--- src/rtl/shape_seq_unit.sv ---
// shape_seq_unit
//   Time-shared shape-arithmetic engine. It takes one command at a time through
//   a valid/ready command port and returns one result through a valid/ready
//   result port. The operations are MUL, DIV, POW, TRI, DXY, SQR, AVG and CMP.
//   DIV produces one quotient bit per cycle. POW does one multiply per cycle.
//   All other operations finish in a single execute cycle.
// Ports:
//   clk, rst_n         clock (rising edge), asynchronous active-low reset
//   in_valid, in_ready command handshake; op/a/b are sampled only in IDLE
//   op, a, b           operation code and unsigned operands
//   out_valid, out_ready result handshake; res/ovf/err are held until accepted
//   res, ovf, err      result, truncation flag, illegal-operand flag
//   busy               registered, high while state != IDLE
module shape_seq_unit #(
  parameter int N       = 32,
  parameter int EXP_MAX = 31
) (
  input  logic         clk,
  input  logic         rst_n,
  input  logic         in_valid,
  output logic         in_ready,
  input  logic [2:0]   op,
  input  logic [N-1:0] a,
  input  logic [N-1:0] b,
  output logic         out_valid,
  input  logic         out_ready,
  output logic [N-1:0] res,
  output logic         ovf,
  output logic         err,
  output logic         busy
);

  typedef enum logic [1:0] {IDLE, EXEC, DONE} state_t;
  typedef enum logic [2:0] {
    OP_MUL = 3'b000, OP_DIV = 3'b001, OP_POW = 3'b010, OP_TRI = 3'b011,
    OP_DXY = 3'b100, OP_SQR = 3'b101, OP_AVG = 3'b110, OP_CMP = 3'b111
  } op_t;

  localparam logic [N-1:0] EXP_LIM  = N'(EXP_MAX);
  localparam logic [N-1:0] DIV_LAST = N'(N - 1);

  state_t         state;
  op_t            op_r;
  logic [N-1:0]   a_r, b_r;
  logic [N-1:0]   acc;       // POW accumulator
  logic [N-1:0]   rem, quo;  // DIV partial remainder / dividend-quotient shifter
  logic [N-1:0]   cnt;       // DIV bit index (up) or POW multiplies left (down)

  logic [N-1:0]   mul_x, mul_y;
  logic [2*N-1:0] prod;
  logic [N:0]     div_tmp;
  logic           div_ge;
  logic           exp_big;
  logic [1:0]     cmp_code;
  logic [N-1:0]   avg_val;
  logic           exec_last;

  // A single shared multiplier; operand selection depends on the latched op.
  always_comb begin
    mul_x = a_r;
    mul_y = b_r;
    case (op_r)
      OP_SQR:  mul_y = a_r;
      OP_POW: begin
        mul_x = acc;
        mul_y = a_r;
      end
      default: ;
    endcase
    prod = (2*N)'(mul_x) * (2*N)'(mul_y);

    div_tmp = {rem, quo[N-1]};
    div_ge  = (div_tmp >= {1'b0, b_r});
    exp_big = (b_r > EXP_LIM);

    if (a_r == b_r)     cmp_code = 2'b00;
    else if (a_r > b_r) cmp_code = 2'b01;
    else                cmp_code = 2'b10;

    // (a+b)>>1 without needing an N+1-bit sum: halve first, restore the carry.
    avg_val = (a_r >> 1) + (b_r >> 1) + N'(a_r[0] & b_r[0]);

    exec_last = 1'b1;
    case (op_r)
      OP_DIV: exec_last = (b_r == '0) || (cnt == DIV_LAST);
      OP_POW: exec_last = exp_big || (b_r == '0) || (cnt == N'(1));
      default: ;
    endcase
  end

  always_ff @(posedge clk or negedge rst_n) begin
    if (!rst_n) begin
      state     <= IDLE;
      op_r      <= OP_MUL;
      a_r       <= '0;
      b_r       <= '0;
      acc       <= '0;
      rem       <= '0;
      quo       <= '0;
      cnt       <= '0;
      in_ready  <= 1'b1;
      out_valid <= 1'b0;
      res       <= '0;
      ovf       <= 1'b0;
      err       <= 1'b0;
      busy      <= 1'b0;
    end else begin
      case (state)
        IDLE: begin
          if (in_valid) begin
            op_r     <= op_t'(op);
            a_r      <= a;
            b_r      <= b;
            acc      <= N'(1);
            rem      <= '0;
            quo      <= a;
            cnt      <= (op_t'(op) == OP_POW) ? b : '0;
            ovf      <= 1'b0;
            err      <= 1'b0;
            in_ready <= 1'b0;
            busy     <= 1'b1;
            state    <= EXEC;
          end
        end

        EXEC: begin
          case (op_r)
            OP_MUL, OP_SQR: begin
              res <= prod[N-1:0];
              ovf <= |prod[2*N-1:N];
            end
            OP_TRI: begin
              res <= prod[N:1];
              ovf <= |prod[2*N-1:N+1];
            end
            OP_DXY: res <= (a_r >= b_r) ? (a_r - b_r) : (b_r - a_r);
            OP_AVG: res <= avg_val;
            OP_CMP: res <= {{(N-2){1'b0}}, cmp_code};
            OP_DIV: begin
              if (b_r == '0) begin
                res <= '1;
                err <= 1'b1;
              end else begin
                // Restoring step: shift in the next dividend bit, subtract if it fits.
                rem <= div_ge ? N'(div_tmp - {1'b0, b_r}) : div_tmp[N-1:0];
                quo <= {quo[N-2:0], div_ge};
                cnt <= cnt + N'(1);
                if (cnt == DIV_LAST) res <= {quo[N-2:0], div_ge};
              end
            end
            OP_POW: begin
              if (exp_big) begin
                res <= '1;
                err <= 1'b1;
              end else if (b_r == '0) begin
                res <= N'(1);
              end else begin
                acc <= prod[N-1:0];
                ovf <= ovf | (|prod[2*N-1:N]);
                cnt <= cnt - N'(1);
                if (cnt == N'(1)) res <= prod[N-1:0];
              end
            end
            default: ;
          endcase
          if (exec_last) begin
            state     <= DONE;
            out_valid <= 1'b1;
          end
        end

        DONE: begin
          if (out_ready) begin
            state     <= IDLE;
            out_valid <= 1'b0;
            in_ready  <= 1'b1;
            busy      <= 1'b0;
          end
        end

        default: state <= IDLE;
      endcase
    end
  end

endmodule

--- config.mk ---
export PLATFORM = sky130hd
export DESIGN_NAME = shape_seq_unit
export DESIGN_NICKNAME = d
export VERILOG_FILES = /design/src/rtl/shape_seq_unit.sv
export SDC_FILE = /design/constraint.sdc
export NUM_CORES = 2
export LEC_CHECK = 0
export BUFFER_PORTS_ARGS = -buffer_cell sky130_fd_sc_hd__buf_2
export CAP_MARGIN = 20
export CORE_AREA = 2 2 362 292
export CTS_CLUSTER_DIAMETER = 60
export DETAILED_ROUTE_END_ITERATION = 8
export DIE_AREA = 0 0 364 294
export PLACE_DENSITY_LB_ADDON = 0.25
export SLEW_MARGIN = 5
export SYNTH_ARGS = -nofsm -noshare
export SYNTH_HDL_FRONTEND = slang
export SYNTH_SLANG_ARGS = --single-unit
--- constraint.sdc ---
create_clock -name clk -period 8.96 [get_ports clk]
set_clock_uncertainty 0.05 [all_clocks]
set_input_delay 2.688 -clock clk [delete_from_list [all_inputs] [get_ports clk]]
set_output_delay 2.688 -clock clk [all_outputs]
set_load 0.01 [all_outputs]
==> metrics.txt <==
Hold WC Path Type=reg2reg; Post-Syn Area=0.0513 mm^2; die width=364 um; vias in the first global route=49.3k; Vert. Die Dim=294 um; Post-DP Area=0.0591 mm^2; core area=0.104 mm^2; Setup crit start kind=register; r2r worst-path depth=37; Fin. Hold Viols=0; register area share after synthesis=0.114; yosys warns=0; status=finished, violations left; most frequent cell on the critical path=fa_1; FFs w/ async S/R, synth=1.00; nets=8201; Worst R2R Setup Slack=-140 ps; worst-margin pin slew=1130 ps; min Tclk post-route=9100 ps; most common cell in the netlist=fa_1; CTS Buf Count=34; layout cells sized above 1=0.174; top cell type's share of synthesized area=0.351; num rows=106; Critical Path End Type=register; DRC errors left=0; Starting Density=0.496; Max-slew headroom=0.246; final cell count without fillers=8268; worst skew pair latency=600 ps; Max Root-Sink Buffers=3; Buf/Inv on CP=12; cell family with most CP delay=adder cells; Critical Path Fanout Max=7; Levels on crit path=37; placed cells=8155; Worst setup endpoint=ovf; Filler Cell Count=9330; Synth Register Bits=234; clk sink count=234; DRT Wirelength=217000 um; final setup TNS=-137 ps; Avg Cell Area, Syn=8.22 um^2; hold_ws=419 ps; Clock transition at path regs=60 ps; Syn Nets=7612; RePlAce Congestion=1.10; Ports=108; pin count of the biggest net entering global routing=109; initial DRC count=6078; Die Area=0.107 mm^2; worst setup path class=reg2reg; antenna-violating nets left=0; grt total ovfl=0; R2R Path End=ovf; Critical Path Max Stage Delay=550 ps; CTS Hold Bufs=0; routed vias/inst=5.99; Crit. Startpoint=op_r[0]; reg2reg start=op_r[0]; final setup violation count=1; critical path arrival=9490 ps; final max-slew violation count=0; number of library cell types mapped by synthesis=103; Root Buffer=clkbuf_16; Max Cap Violations=0; violated checks=setup timing; Peak Freq=110 MHz; Critical Path RT=9350 ps; unrepaired setup endpoints after global routing=true; gr usage total=0.412; Final Worst Setup Slack=-137 ps; Final Cell Area=0.0618 mm^2; CTS tree=done; ys flop type=dfrtp_1; first-pass GRT wire length=324000 um; Tcrit/Tclk final=1.02; Post-DP HPWL=182000 um; DR WL/cell=26.3 um; CP max-delay cell=fa_1; antenna violations before repair=5; area grow syn2layout=20.4%; Post-synth EDFFs=0; Cells after Synth=6248; Port Buffer Count=107; Synth area leader=fa_1; Via Count=49.5k; first-pass iteration count of the detailed router=8; H-Tree Depth=2; Commonest cells post-synth=901 x fa_1, 897 x nor2_1, 861 x nand2_1; synth top area cells=fa_1 35%, dfrtp_1 11%, ha_1 9.6%
[final cells by class]
| class | instances | area, um^2 | share of cell area |
|---|---|---|---|
| Tap cell | 1404 | 1760 | 0.0284 |
| Inverter | 845 | 3170 | 0.0513 |
| Timing Repair Buffer | 910 | 7960 | 0.129 |
| Antenna cell | 3 | 7.51 | 0.000121 |
| Clock buffer | 37 | 862 | 0.0139 |
| Clock inverter | 23 | 293 | 0.00474 |
| Sequential cell | 234 | 5860 | 0.0947 |
| Multi-Input combinational cell | 4812 | 41900 | 0.678 |
[state kept, by name (all words and copies together) (netlist names)]
register,count
a_r,32
acc,32
b_r,32
cnt,32
quo,32
rem,32
res,32
op_r,3
state,2
busy,1
err,1
in_ready,1
out_valid,1
ovf,1
[worst min path at each step]
stage	end	slack, ps	startpoint	cells past startpoint
after floorplan	rem[31]	420	rem[31]	2
after global placement	out_valid	400	out_valid	2
after detailed placement	res[5]	410	res[5]	1
after CTS	res[5]	420	res[5]	1
after global routing	res[5]	440	res[5]	1
final	res[5]	420	res[5]	1
[cells by family (layout without fill, tap and decap cells)]
kind of cell | Yosys count | count (layout) | synth area share
XOR/XNOR | 113 | 113 | 0.0193
flip-flops | 234 | 234 | 0.114
other | 0 | 3 | 0
AND/OR/NAND/NOR | 2124 | 2124 | 0.171
multiplexers | 58 | 58 | 0.0116
adder cells (fa/ha/maj) | 1293 | 1293 | 0.447
AO/OA/AOI/OAI | 1224 | 1224 | 0.148
buffers and inverters | 1202 | 1815 | 0.0894
[metal layers]
metal / track usage / share of wire / vias to the layer above
met3: 0.140 / 0.14 / 521
met5: 0 / 0.00011 / -
met4: 0.165 / 0.050 / 4
li1: - / - / 21331
met1: 0.595 / 0.41 / 24509
met2: 0.560 / 0.39 / 3159
[placed cells by master, fill, tap and decap left out, drive strengths merged, types with 42 or more instances in the layout]
cell and instances:
a21o 95, a21oi 369, a31oi 72, buf 906
dfrtp 233, fa 901, ha 392, inv 849
mux2i 48, nand2 862, nand3 89, nand4 51
nor2 898, nor3 59, o21ai 345, o21bai 42
xnor2 83
[metrics by stage]
step	util	setup WS (ps)
after detailed placement	0.571	-505
after CTS	0.591	-16.6
after floorplan	-	9.09
final	0.597	-137
after global routing	0.597	-390
after global placement	0.571	-453
[timing repair]
| item | CTS | global route |
|---|---|---|
| gates resized for setup | 114 | 90 |
| hold endpoints to repair | 0 | 0 |
| gates cloned | 5 | 2 |
| buffers inserted | 26 | 16 |
| pin swaps | 35 | 38 |
| endpoints found under the setup margin | 9 | 13 |
Power is left out: the tool's default activity adds up to more than one toggle a clock period on the data nets, which glitch-free logic cannot reach.
